File: src/rtl/bus_arbiter_rr.sv
// rtl/bus_arbiter_rr.sv - shared-bus arbiter moving packets between device FIFOs
// Grants one pending FIFO per transaction (fixed priority or round robin), then unicasts or broadcasts its head packet.
module bus_arbiter_rr #(
  parameter int         pckg_sz   = 24,
  parameter int         drvrs     = 16,
  parameter logic [7:0] BROADCAST = 8'hFF,
  parameter int         MAX_WAIT  = 16,
  parameter int         CNT_W     = 16
) (
  input  logic                            clk,
  input  logic                            reset,
  input  logic [drvrs-1:0]                pndng,
  input  logic [drvrs-1:0][pckg_sz-1:0]   D_pop,
  input  logic [drvrs-1:0]                rdy,
  input  logic                            mode,
  output logic [drvrs-1:0]                pop,
  output logic [drvrs-1:0]                push,
  output logic [pckg_sz-1:0]              D_push,
  output logic                            busy,
  output logic [CNT_W-1:0]                drop_cnt
);

  localparam int IW = $clog2(drvrs);
  localparam int WW = $clog2(MAX_WAIT + 2);
  localparam logic [IW-1:0]    LAST_RST = IW'(drvrs - 1);
  localparam logic [drvrs-1:0] ONE      = drvrs'(1);
  localparam logic [WW-1:0]    W_ONE    = WW'(1);
  localparam logic [WW-1:0]    W_MAX    = WW'(MAX_WAIT);
  localparam logic [CNT_W-1:0] CNT_ONE  = CNT_W'(1);

  typedef enum logic {IDLE, SEND} state_e;

  state_e             state_q, state_d;
  logic [IW-1:0]      gnt_q, gnt_d, last_q, last_d;
  logic [IW-1:0]      win, win_hi, win_lo;
  logic               found_hi;
  logic [pckg_sz-1:0] pkt_q, pkt_d, dpush_q, dpush_d;
  logic [drvrs-1:0]   pop_q, pop_d, push_q, push_d, need;
  logic [WW-1:0]      wait_q, wait_d, wait_inc;
  logic [CNT_W-1:0]   drop_q, drop_d;
  logic [7:0]         dst;
  logic               is_bcast, invalid, do_drop;

  // Descending scan leaves the lowest requester overall in win_lo and the lowest above last in win_hi;
  // round robin wraps to win_lo when nothing above last is pending.
  always_comb begin
    win_lo   = '0;
    win_hi   = '0;
    found_hi = 1'b0;
    for (int i = drvrs - 1; i >= 0; i--) begin
      if (pndng[i]) begin
        win_lo = IW'(i);
        if (i > int'(last_q)) begin
          win_hi   = IW'(i);
          found_hi = 1'b1;
        end
      end
    end
    win = (mode && found_hi) ? win_hi : win_lo;
  end

  assign dst      = pkt_q[pckg_sz-1 -: 8];
  assign is_bcast = (dst == BROADCAST);
  assign invalid  = (!is_bcast && int'(dst) >= drvrs) || (int'(dst) == int'(gnt_q));
  assign need     = is_bcast ? ~(ONE << gnt_q) : (ONE << dst);
  assign wait_inc = wait_q + W_ONE;

  always_comb begin
    state_d = state_q;
    gnt_d   = gnt_q;
    last_d  = last_q;
    pkt_d   = pkt_q;
    dpush_d = dpush_q;
    wait_d  = wait_q;
    drop_d  = drop_q;
    pop_d   = '0;
    push_d  = '0;
    do_drop = 1'b0;
    case (state_q)
      IDLE: begin
        if (|pndng) begin
          gnt_d   = win;
          last_d  = win;
          pkt_d   = D_pop[win];
          pop_d   = ONE << win;
          wait_d  = '0;
          state_d = SEND;
        end
      end
      SEND: begin
        if (invalid) begin
          do_drop = 1'b1;
          state_d = IDLE;
        end else if ((rdy & need) == need) begin
          push_d  = need;
          dpush_d = pkt_q;
          wait_d  = '0;
          state_d = IDLE;
        end else begin
          wait_d = wait_inc;
          if (MAX_WAIT != 0 && wait_inc == W_MAX) begin
            do_drop = 1'b1;
            wait_d  = '0;
            state_d = IDLE;
          end
        end
      end
      default: state_d = IDLE;
    endcase
    if (do_drop && drop_q != '1) drop_d = drop_q + CNT_ONE;
  end

  always_ff @(posedge clk or negedge reset) begin
    if (!reset) begin
      state_q <= IDLE;
      gnt_q   <= '0;
      last_q  <= LAST_RST;
      pkt_q   <= '0;
      dpush_q <= '0;
      wait_q  <= '0;
      drop_q  <= '0;
      pop_q   <= '0;
      push_q  <= '0;
    end else begin
      state_q <= state_d;
      gnt_q   <= gnt_d;
      last_q  <= last_d;
      pkt_q   <= pkt_d;
      dpush_q <= dpush_d;
      wait_q  <= wait_d;
      drop_q  <= drop_d;
      pop_q   <= pop_d;
      push_q  <= push_d;
    end
  end

  assign pop      = pop_q;
  assign push     = push_q;
  assign D_push   = dpush_q;
  assign busy     = (state_q == SEND);
  assign drop_cnt = drop_q;

endmodule

File: config.mk
export PLATFORM = sky130hd
export DESIGN_NAME = bus_arbiter_rr
export DESIGN_NICKNAME = d
export VERILOG_FILES = /design/src/rtl/bus_arbiter_rr.sv
export SDC_FILE = /design/constraint.sdc
export NUM_CORES = 1
export LEC_CHECK = 0
export BUFFER_PORTS_ARGS = -buffer_cell sky130_fd_sc_hd__buf_2
export CAP_MARGIN = 20
export CORE_AREA = 2 2 192 194
export CTS_BUF_LIST = sky130_fd_sc_hd__clkbuf_8
export CTS_CLUSTER_SIZE = 16
export DETAILED_ROUTE_END_ITERATION = 16
export DIE_AREA = 0 0 194 196
export GPL_ROUTABILITY_DRIVEN = 0
export HOLD_SLACK_MARGIN = 0.06
export SKIP_LAST_GASP = 1
export SLEW_MARGIN = 20
export SYNTH_ARGS = -nofsm -noshare
export SYNTH_HDL_FRONTEND = slang
export SYNTH_SLANG_ARGS = --single-unit
export TNS_END_PERCENT = 100
File: constraint.sdc
create_clock -name clk -period 6.34 [get_ports clk]
set_clock_uncertainty 0.1 [all_clocks]
set_input_delay 0.634 -clock clk [delete_from_list [all_inputs] [get_ports clk]]
set_output_delay 0.634 -clock clk [all_outputs]
set_load 0.005 [all_outputs]
==> impl_summary.txt <==
----------------------------------------------------
[Global routing]
  Antenna violations before repair ... 9
  Total global-route track usage ... 23.3%
  Total global routing overflow ... 0
  Pin count of the biggest net entering global routing ... 79
  Wire length of the first global-routing pass ... 65600 um
  Vias in the first global route ... 10100

[Clocking]
  CTS Sinks ... 110
  Clock tree from TritonCTS ... done
  Post-cts resize count ... 0
  Number of buffers inserted during clock tree synthesis ... 9
  Reg clk slew, reported paths ... 0.13 ns
  Worst-Skew Late Latency ... 0.40 ns
  H-tree level count ... 3
  Hold buffers post-CTS ... 0
  # Post-CTS Setup Buffers ... 0
  Worst-case clock buffer depth ... 2
  Clock root cell ... clkbuf_8

[Pwr]
  Internal power component ... 2.09 mW
  Peak supply drop ... 0.212 mV
  Sw Ratio ... 52.4%
  Part of the power in combinational logic ... 62.0%
  Total power per unit cell area ... 373 mW/mm^2
  Leakage power summed over all cells ... 5.62 nW
  Share of power burned in registers ... 27.6%
  Share of total power in the clock network ... 10.3%
  Sum of internal, switching and leakage power ... 4.40 mW
  Switch Pwr ... 2.30 mW

[Synthesis]
  Ranking of synthesized cells by area ... dfrtp_1 (30%), nand2_1 (7.4%), mux2i_1 (6.5%)
  Mean instance size in the synthesized netlist ... 8.24 um^2
  EDFF count, synth ... 0
  Yosys cell types ... 70
  Number of warnings printed during yosys synthesis ... 0
  Instance count of the mapped netlist ... 1058
  Async SR Flop Fraction ... 100%
  Post-synthesis instance area ... 0.00872 mm^2
  Post-Syn Nets ... 1479
  Register area share after synthesis ... 31.6%
  Top-area cell type share of the netlist area ... 30.4%
  Most used flip-flop cell after synthesis ... dfrtp_1
  Cell type with the highest aggregate area in the netlist ... dfrtp_1
  Number of synthesized register bits ... 110

[Die]
  Placement Rows ... 70
  Die width ... 194 um
  I/O pin total ... 492
  Initial standard-cell utilization of the core ... 24.2%
  Vertical extent of the die ... 196 um
  Die outline area ... 0.0380 mm^2
  Floorplan Core Area ... 0.0361 mm^2

[Critical path]
  Critical-path maximum fanout ... 78
  Reg-to-Reg Start ... last_q[3]
  Category of the worst setup path launch point ... flip-flop
  Launching instance or port of the critical path ... last_q[3]
  Endpoint type of the worst setup path ... flip-flop
  Class of the most critical setup path ... reg -> reg
  Depth of the worst register-to-register path ... 10
  Endpoint arrival time on the critical path ... 4.64 ns
  Worst path required time ... 6.50 ns

[Final layout]
  Layout cells sized above 1 ... 40.4%
  P&R area growth vs syn ... 35.2%
  Filler instances ... 3881
  Nets ... 1917

[Drt]
  Residual DRC count ... 0
  Detailed Route WL ... 46900 um
  Routed vias/inst ... 5.38
  Mean routed wirelength per cell ... 23.8 um
  Initial detailed-routing violation count ... 766
  Vias after detailed routing ... 10600
  Number of nets with antenna violations after routing ... 0
  Pre-antenna DRT Iters ... 5

[Timing]
  Worst slew margin relative to its limit ... 38.8%
  Fin Setup TNS ... 0 ns
  Final WS setup ... 1.85 ns
  Fmax ... 0.223 GHz
  Number of failing hold endpoints at the final stage ... 0
  Number of pins exceeding their max-slew limit in the final report ... 0
  Post-route clock period utilization ... 70.7%
  Setup repair after global routing missed its margin ... no
  Slew at the pin closest to its max-slew limit ... 0.918 ns
  Minimum period implied by the final worst setup slack ... 4.49 ns
  Setup violations, final ... 0

[Placed design]
  Post-place setup slack ... 1.84 ns
  Estimated wirelength of the detail-placed design ... 37300 um
  Count of input and output buffers ... 491

[Min path]
  Hold crit path type ... in -> async

[Flow run]
  Max Cap Violations ... 0

[Status]
  Outcome ... finished clean

----------------------------------------------------
power by group through the flow:
stage | registers [mW] | clock network, mW | logic, mW
3_3_place_gp | 1.21 | 0 | 2.67
4_1_cts | 1.20 | 0.478 | 2.71
6_report | 1.21 | 0.455 | 2.73
3_5_place_dp | 1.22 | 0 | 2.70
5_1_grt | 1.25 | 0.498 | 2.94
2_1_floorplan | 1.07 | 0 | 1.78
logic make-up (layout without fill, tap and decap cells):
family / after synthesis / in the layout / synth area share (%)
simple gates: 455 / 455 / 23.6
buf+inv: 95 / 538 / 4.91
flops: 110 / 110 / 31.6
mux: 102 / 102 / 14.5
other cells: 0 / 1 / 0
xor+xnor: 20 / 20 / 2.01
fa+ha+maj: 2 / 2 / 0.287
compound gates: 274 / 274 / 23.1
layout make-up:
| cell class | count | area [um^2] | share of cell area [%] |
|---|---|---|---|
| Timing Repair Buffer | 511 | 2620 | 22.2 |
| Sequential cell | 110 | 2760 | 23.4 |
| Clock buffer | 9 | 124 | 1.05 |
| Antenna cell | 1 | 2.50 | 0.0212 |
| Clock inverter | 7 | 75.1 | 0.637 |
| Multi-Input combinational cell | 853 | 5580 | 47.3 |
| Inverter | 11 | 41.3 | 0.350 |
| Tap cell | 468 | 586 | 4.97 |
worst max-delay path, cell delays in order (launching register included):
cell and delay (ns):
dfstp_2 0.74, inv_1 0.19, a32o_1 0.31, or4b_4 0.57, o21a_2 0.26, mux2_8 0.57
nand2_1 0.15, buf_4 0.36, o221ai_1 0.18, a221oi_1 0.76, o21ai_1 0.12
synthesized netlist by cell type, types with 8 or more instances:
library cell,count
or3_1,9
clkbuf_1,44
mux2_2,28
buf_2,27
dfrtp_1,106
buf_4,8
nand4_1,20
mux4_2,15
nor3_1,16
o21ai_0,45
o221ai_1,11
nand3_1,75
a2bb2oi_1,16
a32oi_1,31
a31oi_1,8
nand2_1,172
a311oi_1,10
nor2b_1,12
xnor2_1,14
a221oi_1,17
a22oi_1,15
inv_1,11
a21oi_1,42
mux2i_1,57
o22ai_1,9
nor2_1,108
state kept, by name (all words and copies together), names as in the netlist:
register and cells:
D_push 24, busy 1, drop_cnt 16, gnt_q 4
last_q 4, pkt_q 24, pop 16, push 16
wait_q 5
per-layer routing:
layer / vias up / global-route usage, % / part of all wire (%)
met5: - / 0 / 0.16
met2: 584 / 38.0 / 46
met3: 68 / 6.19 / 8.9
met1: 5089 / 30.7 / 42
li1: 4845 / - / -
met4: 12 / 6.00 / 2.4
final timing paths:
| kind | endpoint | slack, ns |
|---|---|---|
| worst max-delay path | pkt_q[19] | 1.85 |
| worst min-delay path | pkt_q[17] | 0.17 |
| worst max register to register | pkt_q[19] | 1.85 |
| worst min register to register | drop_cnt[14] | 0.41 |
| max in group asynchronous | pkt_q[15] | 4.67 |
| min in group clk | drop_cnt[14] | 0.41 |
metrics by stage:
stage	hold WS, ns	cells	utilization (%)	instance area (um^2)
after floorplan	0.238	1058	-	8720
after global placement	0.384	1953	32.1	11600
after detailed placement	0.390	1953	32.1	11600
after CTS	0.173	1969	32.6	11800
after global routing	0.190	1969	32.7	11800
final	0.168	1970	32.7	11800
placed cells by master, fill, tap and decap left out, drive strengths merged, types with 7 or more instances in the layout:
cell type	netlist	final
a22oi	15	15
nor2	111	111
nand3	75	75
or3	9	9
a31oi	8	8
nor2b	12	12
and3	7	7
buf	40	511
a221oi	23	23
clkbuf	44	9
a32oi	31	31
o22ai	9	9
o21ai	54	54
o221ai	11	11
a2bb2oi	16	16
mux2	29	29
nand2	172	172
a21oi	42	42
nand4	20	20
nor3	16	16
xnor2	14	14
inv	11	14
a311oi	10	10
dfrtp	106	106
mux4	15	15
mux2i	58	58
Power figures use the tool's default switching activity.
